[src/rtl/cpu_types_pkg.sv]
// Shared CPU/memory-side types: RAM status codes, machine word, arbiter states.
package cpu_types_pkg;

    typedef enum logic [1:0] {
        FREE   = 2'd0,
        BUSY   = 2'd1,
        ACCESS = 2'd2,
        ERROR  = 2'd3
    } ramstate_t;

    typedef logic [31:0] word_t;

    typedef enum logic [1:0] {
        IDLE  = 2'd0,
        GNT_I = 2'd1,
        GNT_D = 2'd2
    } arb_state_t;

endpackage

[src/rtl/mem_arbiter.sv]
// Shares the single RAM port between instruction fetch and data access; data first.
// Optional instruction-starvation bound enabled with `define MEM_ARB_FAIR_EN.
module mem_arbiter
    import cpu_types_pkg::*;
#(
    parameter int ADDR_W       = 32,
    parameter int DATA_W       = 32,
    parameter int STARVE_LIMIT = 4
) (
    input  logic              CLK,
    input  logic              RST,
    input  logic              iREN,
    input  logic [ADDR_W-1:0] iaddr,
    output logic              iwait,
    output logic [DATA_W-1:0] iload,
    input  logic              dREN,
    input  logic              dWEN,
    input  logic [ADDR_W-1:0] daddr,
    input  logic [DATA_W-1:0] dstore,
    output logic              dwait,
    output logic [DATA_W-1:0] dload,
    output logic              ramREN,
    output logic              ramWEN,
    output logic [ADDR_W-1:0] ramaddr,
    output logic [DATA_W-1:0] ramstore,
    input  logic [DATA_W-1:0] ramload,
    input  logic [1:0]        ramstate,
    output logic              err
);

    arb_state_t r_state;
    logic       r_err;

    ramstate_t  w_rs;
    logic       w_d_req;
    logic       w_access;
    logic       w_error;
    logic       w_d_done;
    logic       w_i_done;
    logic       w_fair_go;

    assign w_rs     = ramstate_t'(ramstate);
    assign w_d_req  = dREN | dWEN;
    assign w_access = (w_rs == ACCESS);
    assign w_error  = (w_rs == ERROR);
    // A completion needs the owner still requesting; a dropped request is an abort.
    assign w_d_done = (r_state == GNT_D) & w_d_req & w_access;
    assign w_i_done = (r_state == GNT_I) & iREN & w_access;

    assign iload = ramload;
    assign dload = ramload;
    assign err   = r_err;

    always_comb begin
        ramREN   = 1'b0;
        ramWEN   = 1'b0;
        ramaddr  = '0;
        ramstore = '0;
        iwait    = 1'b1;
        dwait    = 1'b1;
        case (r_state)
            GNT_D: begin
                ramaddr  = daddr;
                ramstore = dstore;
                ramWEN   = dWEN;
                ramREN   = dREN & ~dWEN;
                dwait    = ~w_d_done;
            end
            GNT_I: begin
                ramaddr = iaddr;
                ramREN  = iREN;
                iwait   = ~w_i_done;
            end
            default: ;
        endcase
    end

    always_ff @(posedge CLK or posedge RST) begin
        if (RST) begin
            r_state <= IDLE;
            r_err   <= 1'b0;
        end else begin
            case (r_state)
                IDLE: begin
                    if (w_fair_go)     r_state <= GNT_I;
                    else if (w_d_req)  r_state <= GNT_D;
                    else if (iREN)     r_state <= GNT_I;
                end
                GNT_D: begin
                    if (w_error) r_err <= 1'b1;
                    if (!w_d_req || w_access || w_error) r_state <= IDLE;
                end
                GNT_I: begin
                    if (w_error) r_err <= 1'b1;
                    if (!iREN || w_access || w_error) r_state <= IDLE;
                end
                default: r_state <= IDLE;
            endcase
        end
    end

`ifdef MEM_ARB_FAIR_EN
    logic [2:0] r_starve;

    always_ff @(posedge CLK or posedge RST) begin
        if (RST) begin
            r_starve <= '0;
        end else if (!iREN || w_i_done) begin
            r_starve <= '0;
        end else if (w_d_done && r_starve != 3'd7) begin
            r_starve <= r_starve + 3'd1;
        end
    end

    assign w_fair_go = iREN & (r_starve >= 3'(STARVE_LIMIT));
`else
    logic w_unused_limit;
    assign w_unused_limit = |STARVE_LIMIT;
    assign w_fair_go      = 1'b0;
`endif

endmodule

[config.mk]
export PLATFORM = sky130hd
export DESIGN_NAME = mem_arbiter
export DESIGN_NICKNAME = d
export VERILOG_FILES = /design/src/rtl/cpu_types_pkg.sv /design/src/rtl/mem_arbiter.sv
export SDC_FILE = /design/constraint.sdc
export NUM_CORES = 1
export LEC_CHECK = 0
export ABC_AREA = 1
export ABC_CLOCK_PERIOD_IN_PS = 1270
export CORE_AREA = 2 2 104 106
export CTS_BUF_LIST = sky130_fd_sc_hd__clkbuf_2 sky130_fd_sc_hd__clkbuf_4 sky130_fd_sc_hd__clkbuf_8
export DETAILED_ROUTE_END_ITERATION = 6
export DIE_AREA = 0 0 106 108
export PLACE_DENSITY = 0.61
export SLEW_MARGIN = 20
export SYNTH_ARGS = -nofsm -noshare
export SYNTH_HDL_FRONTEND = slang
export SYNTH_SLANG_ARGS = --single-unit
[constraint.sdc]
create_clock -name CLK -period 1.27 [get_ports CLK]
set_input_delay 0.127 -clock CLK [delete_from_list [all_inputs] [get_ports CLK]]
set_output_delay 0.127 -clock CLK [all_outputs]
set_load 0.02 [all_outputs]
==> metrics.yaml, run 1 <==
outcome: "complete, but fails checks"
violations: "negative setup slack"
worst_pin_slew_ns: 0.206
drtIter0Drc: 75
cts.clk_slew.worst_paths_ns: 0.03
cts_root_buf: "clkbuf_8"
fin_cells: 537
vdd_drop_max_mv: 0.810
power_density_mw_per_mm2: 1790
rsz0062_at_grt: "true"
finalHoldViolations: 0
port_buffers: 171
leakage_uw: 0.00174
crit_path_start_kind: "register"
coreArea_mm2: 0.0102
wl_per_cell_um: 15.0
cts_tree: "yes"
place_inst: 521
multiInputGateArea_mm2: 0.00130
grt_first_pass_wirelength_um: 11100
cts_sinks: 3
synth-edff-count: 0
ys_warn_count: 0
seq_area_um2: 75.1
cp_data_required_time_ns: 1.14
slew_viol_final: 0
first_pass_iters: 4
skew_ns: 0.00465
via_count: 2061
drc: 0
die_x_um: 106
io_pins: 268
fin_crit_sh_pct: 130
top_usage_layer: "met2"
arrival_ns: 1.53
avgSynthCellArea_um2: 5.24
diodes: 0
seq_area_frac_synth_pct: 5.21
fillers: 1051
grt_util_met3_pct: 3.44
syn_nets: 413
synth_top_area_share_pct: 34.9
cap_violations: 0
syn_inst: 275
numCtsBuffers: 3
die_area_mm2: 0.0114
grt_max_degree: 24
synthTopCellsByArea: "buf_4 35%, nand2_1 28%, a21oi_1 11%"
h-tree-depth: 1
synth_area_mm2: 0.00144
grt_pass1_vias: 2083
min_path_type: "primary input to asynchronous set/reset pin"
final_nets: 540
setup_violations: 70
layout_min_cycle_time_ns: 1.65
gr-usage-met1_pct: 13.8
start_util_pct: 14.1
track_usage_pct: 12.3
max_freq_mhz: 605
antenna_left: 0
final_cell_area_mm2: 0.00395
clk_latency_ns: 0.22
yosysTopAreaCell: "buf_4"
slew_headroom_pct: 86.3
routed_wl_um: 8060
finalWeightedCongestion: 0.733
critPathKind: "register to output pin"
worstSetupEndpointType: "output pin"
grt_antenna_before_repair: 0
async_reset_ff_share_pct: 100
holdWs_ns: 0.0669
via_per_inst: 3.84
dieHeight_um: 108
area_growth_pct: 174
grt-ovfl-total: 0
synthTopCellsByCount: "107 x nand2_1, 67 x buf_4, 42 x inv_1, 33 x a21oi_1, 10 x buf_2"
gr-usage-met2_pct: 23.7
fin_ws_ns: -0.382
ys_ff_latch: 3
final_layout_size_suffix_gt1_share_pct: 56.6
ys.flop_type: "dfrtp_1"
std_cell_rows: 37
cts.path.max_buffers: 2
yosysMostFrequentCell: "nand2_1"
place.detailed.hpwl_um: 5910
postCtsHoldBufs: 0
ys_types: 12
placed_cell_area_mm2: 0.00331
dpl_worst_slack_ns: -0.743
cp_max_fo: 6
## layer usage
layer | part of all wire (%) | vias to the layer above
met5 | 0 | -
met2 | 53 | 144
li1 | - | 1007
met4 | 0.31 | 0
met1 | 38 | 908
met3 | 9.0 | 2
## sequential cells by signal (all words and copies together) (netlist names)
name / cells
r_state: 2
err: 1
## final cells by class
type                    instances  area share, %
inverters                      42           4.31
flip-flops and latches          3           1.90
repair buffers                200           55.3
clock buffers                   4           1.23
well taps                     136           4.31
multi-input cells             152           33.0
## worst max-delay path, stage by stage, from the launching register on
cell	delay, ns
dfrtp_1	0.38
inv_2	0.08
ha_4	0.31
clkinv_8	0.09
clkbuf_16	0.19
a21oi_4	0.12
buf_6	0.13
## timing repair
item	in CTS	in global routing
gates cloned	4	3
gates resized for setup	429	57
setup buffers	4	1
endpoints found under the setup margin	71	70
pin swaps	6	19
## metrics by stage
| stage | power (uW) | setup TNS [ns] | utilization (%) |
|---|---|---|---|
| after global routing | 7470 | -26.79 | 38.6 |
| after floorplan | 3260 | -0.490 | - |
| final | 7060 | -22.04 | 38.6 |
| after detailed placement | 4890 | -41.61 | 32.3 |
| after global placement | 4860 | -39.87 | 32.3 |
| after CTS | 6550 | -23.08 | 36.0 |
## placed cells by master (no fill, tap or decap), drive strengths merged
master	count
nor2	2
dfrtp	3
inv	41
clkdlybuf4s50	102
nand2	107
buf	94
clkinv	1
clkbuf	7
a31o	1
ha	3
nand3	5
dlygate4sd2	1
a21oi	33
o21ai	1
## cell families (layout without fill, tap and decap cells)
group	Yosys count	in the layout	share of synthesized area, %
adder cells (fa/ha/maj)	3	3	2.61
AND/OR/NAND/NOR	114	114	30.1
AO/OA/AOI/OAI	35	35	12.4
buffers and inverters	120	246	49.6
flip-flops	3	3	5.21
## final timing paths
check / startpoint / end / slack, ns / cells past startpoint
max: r_state[1] / ramaddr[5] / -0.38 / 6
min: RST / err / 0.07 / 2
max reg2reg: r_state[1] / r_state[0] / -0.23 / 10
min reg2reg: err / err / 0.49 / 1
max in group asynchronous: RST / r_state[1] / 1.07 / 2
min in group CLK: ramload[0] / dload[0] / 0.25 / 0
## where the power goes
group	internal, uW	switching (uW)
clock	236	74.2
combinational	3200	3410
sequential	118	21.2
(Power assumes the default switching activity.)
==> run 2, diff against run 1 <==
--- a/config.mk
+++ b/config.mk
@@ -8,7 +8,7 @@
 export ABC_AREA = 1
 export ABC_CLOCK_PERIOD_IN_PS = 1270
 export CORE_AREA = 2 2 104 106
-export CTS_BUF_LIST = sky130_fd_sc_hd__clkbuf_2 sky130_fd_sc_hd__clkbuf_4 sky130_fd_sc_hd__clkbuf_8
+export CTS_BUF_LIST = sky130_fd_sc_hd__clkbuf_16
 export DETAILED_ROUTE_END_ITERATION = 6
 export DIE_AREA = 0 0 106 108
 export PLACE_DENSITY = 0.61
==> metrics.yaml, run 2 (synthesis results as in run 1) <==
rsz0062_at_grt: "true"
clk_latency_ns: 0.23  # about the same
cp_data_required_time_ns: 1.14  # about the same
std_cell_rows: 37  # unchanged
worst_pin_slew_ns: 0.206  # -0.0000153 ns
leakage_uw: 0.00177  # +1.4%
crit_path_start_kind: "register"
arrival_ns: 1.52  # about the same
drtIter0Drc: 51  # -32%
drc: 0  # unchanged
wl_per_cell_um: 14.6  # -2.6%
coreArea_mm2: 0.0102  # unchanged
worstSetupEndpointType: "output pin"
final_layout_size_suffix_gt1_share_pct: 52.4  # -4.2 points
skew_ns: 0.00282  # -0.00183 ns
cap_violations: 0  # unchanged
cts.clk_slew.worst_paths_ns: 0.03  # about the same
numCtsBuffers: 3  # unchanged
fillers: 1035  # -1.5%
cts.path.max_buffers: 2  # unchanged
critPathKind: "register to output pin"
grt-ovfl-total: 0  # unchanged
cts_sinks: 3  # unchanged
antenna_left: 0  # unchanged
crit_path_start: "r_state[1]"
reg2reg_from: "r_state[1]"
grt_pass1_vias: 2053  # -1.4%
fin_crit_sh_pct: 129  # -0.63 points
via_count: 2059  # -0.097%
regMostFlops: "r_state"
outcome: "complete, but fails checks"
h-tree-depth: 1  # unchanged
finalWeightedCongestion: 0.733  # unchanged
slew_viol_final: 0  # unchanged
fin_ws_ns: -0.374  # +0.00803 ns
cts_root_buf: "clkbuf_16"
track_usage_pct: 11.9  # -0.41 points
power_density_mw_per_mm2: 1790  # +0.19%
dpl_worst_slack_ns: -0.743  # unchanged
io_pins: 268  # unchanged
max_freq_mhz: 608  # +0.49%
routed_wl_um: 7790  # -3.4%
diodes: 0  # unchanged
largest_register_ffs: 2  # unchanged
setup_violations: 70  # unchanged
min_path_type: "primary input to asynchronous set/reset pin"
place.detailed.hpwl_um: 5910  # unchanged
grt_antenna_before_repair: 0  # unchanged
start_util_pct: 14.1  # unchanged
cts_tree: "yes"
area_growth_pct: 175
finalHoldViolations: 0  # unchanged
via_per_inst: 3.86  # +0.65%
die_area_mm2: 0.0114  # unchanged
postCtsHoldBufs: 0  # unchanged
place_inst: 521  # unchanged
dieHeight_um: 108  # unchanged
first_pass_iters: 4  # unchanged
fin_cells: 533  # -0.74%
vdd_drop_max_mv: 0.791  # -2.3%
cp_max_fo: 6  # unchanged
final_cell_mix: "102 x clkdlybuf4s50_1, 68 x buf_6, 67 x nand2_1"
layout_commonest_cell: "clkdlybuf4s50_1"
layout_min_cycle_time_ns: 1.64  # -0.00803 ns
final_nets: 536  # -0.74%
grt_first_pass_wirelength_um: 10800  # -2.6%
port_buffers: 171  # unchanged
slew_headroom_pct: 86.3  # about the same
die_x_um: 106  # unchanged
grt_max_degree: 24  # unchanged
violations: "negative setup slack"
[run 2: through the flow]
stage / total power, uW / TNS [ns] / area [um2] / hold slack, ns / util, %
final: 7090 / -21.66 / 3960 / 0.0631 / 38.7
after CTS: 6250 / -23.69 / 3580 / 0.0649 / 35.0
after detailed placement: 4890 / -41.61 / 3310 / 0.254 / 32.3
after global placement: 4860 / -39.87 / 3310 / 0.254 / 32.3
after floorplan: 3260 / -0.490 / 1830 / -0.119 / -
after global routing: 7480 / -26.04 / 3960 / 0.0765 / 38.7
[run 2: report_power, final]
part	internal [uW]	switching [uW]	leakage (uW)
clock network	407	98.0	0.0000423
logic	3090	3350	0.00169
registers	118	21.6	0.0000346
[run 2: worst max-delay path, cell delays in order (launching register included)]
cell	delay [ns]
dfrtp_1	0.39
inv_2	0.08
ha_4	0.31
clkinv_8	0.09
clkbuf_16	0.18
a21oi_4	0.12
buf_6	0.13
[run 2: final timing paths]
check,to,slack [ns],cells past startpoint
setup / recovery,ramaddr[3],-0.37,6
hold / removal,err,0.06,2
setup reg to reg,r_state[1],-0.10,9
hold reg to reg,err,0.49,1
max in group asynchronous,r_state[1],1.07,2
min in group CLK,dload[0],0.25,0
[run 2: what timing repair did]
action	4_1_cts	5_1_grt
gates resized for setup	397	104
pin swaps	3	3
buffers inserted	3	1
endpoints found under the setup margin	71	70
cloned	2	3
[run 2: metal layers]
layer  part of all wire, %  vias up  wire length (um)  global-route usage (%)
met4                  0.28        0                22                    1.69
met1                    35      920              2750                    13.1
li1                      -      994                 -                       -
met2                    55      143              4290                    23.2
met3                   9.4        2               731                    3.25
met5                     0        -                 0                       0
[run 2: cell type report]
type	count	area [um2]	share of cell area, %
timing repair buffer	196	2170	54.7
multi-input combinational	152	1300	32.8
clock buffer	3	75.1	1.90
clock inverter	1	3.75	0.0948
sequential	3	75.1	1.90
tap	136	170	4.30
inverter	42	170	4.30
==> run 3, diff against run 2 <==
--- a/config.mk
+++ b/config.mk
@@ -7,11 +7,11 @@
 export LEC_CHECK = 0
 export ABC_AREA = 1
 export ABC_CLOCK_PERIOD_IN_PS = 1270
-export CORE_AREA = 2 2 104 106
+export CORE_AREA = 4 4 101 103
 export CTS_BUF_LIST = sky130_fd_sc_hd__clkbuf_16
 export DETAILED_ROUTE_END_ITERATION = 6
-export DIE_AREA = 0 0 106 108
-export PLACE_DENSITY = 0.61
+export DIE_AREA = 0 0 105 107
+export PLACE_DENSITY = 0.67
 export SLEW_MARGIN = 20
 export SYNTH_ARGS = -nofsm -noshare
 export SYNTH_HDL_FRONTEND = slang
==> metrics.yaml, run 3 (synthesis results as in run 1) <==
outcome: "complete, but fails checks"
violations: "negative setup slack"
slew_headroom_pct: 84.4  # -1.9 points
grt_antenna_before_repair: 0  # unchanged
seqPwrFrac_pct: 2.1  # about the same
leakage_uw: 0.00162  # -8.5%
finalWeightedCongestion: 0.756  # +3.1%
antenna_left: 0  # unchanged
grt_first_pass_wirelength_um: 11300  # +5.0%
cts.clk_slew.worst_paths_ns: 0.03  # about the same
vdd_drop_max_mv: 0.752  # -4.9%
cts.path.max_buffers: 2  # unchanged
final_layout_size_suffix_gt1_share_pct: 50.6  # -1.8 points
regMostFlops: "r_state"
final_cell_mix: "102 x clkdlybuf4s50_1, 74 x nand2_1, 49 x buf_4"
h-tree-depth: 1  # unchanged
coreArea_mm2: 0.00920  # -10%
max_freq_mhz: 611  # +0.48%
p_clk_share_pct: 7.9  # +0.8 points
area_growth_pct: 156
numCtsBuffers: 3  # unchanged
skew_ns: 0.00413  # +0.00131 ns
final_nets: 538  # +0.37%
port_buffers: 171  # unchanged
routed_wl_um: 7890  # +1.4%
drc: 0  # unchanged
cts_tree: "yes"
via_per_inst: 3.96  # +2.4%
grt-ovfl-total: 0  # unchanged
layout_commonest_cell: "clkdlybuf4s50_1"
die_x_um: 105  # -0.94%
place.detailed.hpwl_um: 5780  # -2.2%
cts_sinks: 3  # unchanged
first_pass_iters: 4  # unchanged
cp_max_fo: 13  # +7
die_area_mm2: 0.0112  # -1.9%
wl_per_cell_um: 15.5  # +5.9%
grt_max_degree: 30  # +25%
diodes: 0  # unchanged
fin_crit_sh_pct: 129  # -0.62 points
fin_ws_ns: -0.366  # +0.00782 ns
fin_total_pwr_uw: 6450  # -9.0%
clk_latency_ns: 0.23  # about the same
dieHeight_um: 107  # -0.93%
fin_cells: 510  # -4.3%
crit_path_start_kind: "register"
p_sw_share_pct: 49.5  # +0.51 points
cp_data_required_time_ns: 1.14  # about the same
drtIter0Drc: 45  # -12%
postCtsHoldBufs: 0  # unchanged
utilization_pct: 40.1  # +1.4 points
layout_min_cycle_time_ns: 1.64  # -0.00782 ns
rsz0062_at_grt: "true"
cts_root_buf: "clkbuf_16"
tns_ns: -22.59  # -0.931 ns
slew_viol_final: 0  # unchanged
track_usage_pct: 12.5  # +0.59 points
min_path_type: "primary input to asynchronous set/reset pin"
switchingPower_uw: 3190  # -8.1%
fillers: 924  # -11%
finalHoldViolations: 0  # unchanged
io_pins: 268  # unchanged
worst_pin_slew_ns: 0.234  # +0.0274 ns
std_cell_rows: 35  # -5.4%
place_inst: 495  # -5.0%
largest_register_ffs: 2  # unchanged
cap_violations: 0  # unchanged
worstSetupEndpointType: "output pin"
grt_pass1_vias: 2145  # +4.5%
power_density_mw_per_mm2: 1750  # -2.3%
intPower_uw: 3260  # -9.9%
critPathKind: "register to output pin"
holdWs_ns: 0.0874  # +0.0243 ns
start_util_pct: 15.7  # +1.6 points
r2r_setup_slack_ns: -0.25  # -0.15 ns
via_count: 2018  # -2.0%
arrival_ns: 1.51  # about the same
pwr-share-comb_pct: 90.1  # -0.8 points
setup_violations: 70  # unchanged
run 3: cell type report:
| type | count | area [um2] | share of cell area [%] |
|---|---|---|---|
| clock buffers | 3 | 75.1 | 2.04 |
| clock inverters | 1 | 3.75 | 0.102 |
| inverters | 42 | 170 | 4.61 |
| multi-input cells | 152 | 1140 | 31.0 |
| flip-flops and latches | 3 | 75.1 | 2.04 |
| well taps | 111 | 139 | 3.77 |
| repair buffers | 198 | 2080 | 56.5 |
run 3: worst max-delay path: stages, from the launching register on:
cell and delay (ns):
dfrtp_1 0.38, buf_4 0.15, ha_4 0.19, buf_4 0.16, buf_16 0.14, nand2_1 0.07, inv_2 0.03, buf_4 0.14
run 3: final timing paths:
path,start,endpoint,cells after the start
worst max-delay path,r_state[1],ramstore[3],7
worst min-delay path,RST,err,2
worst max register to register,r_state[0],r_state[0],10
worst min register to register,err,err,1
max in group asynchronous,RST,r_state[0],2
min in group CLK,ramload[11],dload[11],0
run 3: repair_timing:
item                                    4_1_cts  5_1_grt
endpoints found under the setup margin       71       70
buffers inserted                              2        1
gates resized for setup                     391       33
gates cloned                                  5        3
pin swaps                                     0        2
run 3: power groups by stage:
stage / clock network, uW / registers, uW / logic (uW)
3_3_place_gp: 0 / 134 / 4680
6_report: 507 / 133 / 5810
5_1_grt: 520 / 136 / 6180
3_5_place_dp: 0 / 135 / 4710
4_1_cts: 514 / 132 / 5590
2_1_floorplan: 0 / 134 / 3130
run 3: through the flow:
step	cell area (um2)	worst slack (ns)
2_1_floorplan	1830	-0.0237
3_5_place_dp	3270	-0.690
3_3_place_gp	3270	-0.661
5_1_grt	3690	-0.413
4_1_cts	3520	-0.370
6_report	3690	-0.366
run 3: per-layer routing:
metal / track usage [%] / vias up / share of wire, %
li1: - / 997 / -
met2: 24.5 / 121 / 53
met1: 12.5 / 881 / 36
met5: 0 / - / 0
met3: 4.27 / 19 / 9.8
met4: 3.09 / 0 / 1.4
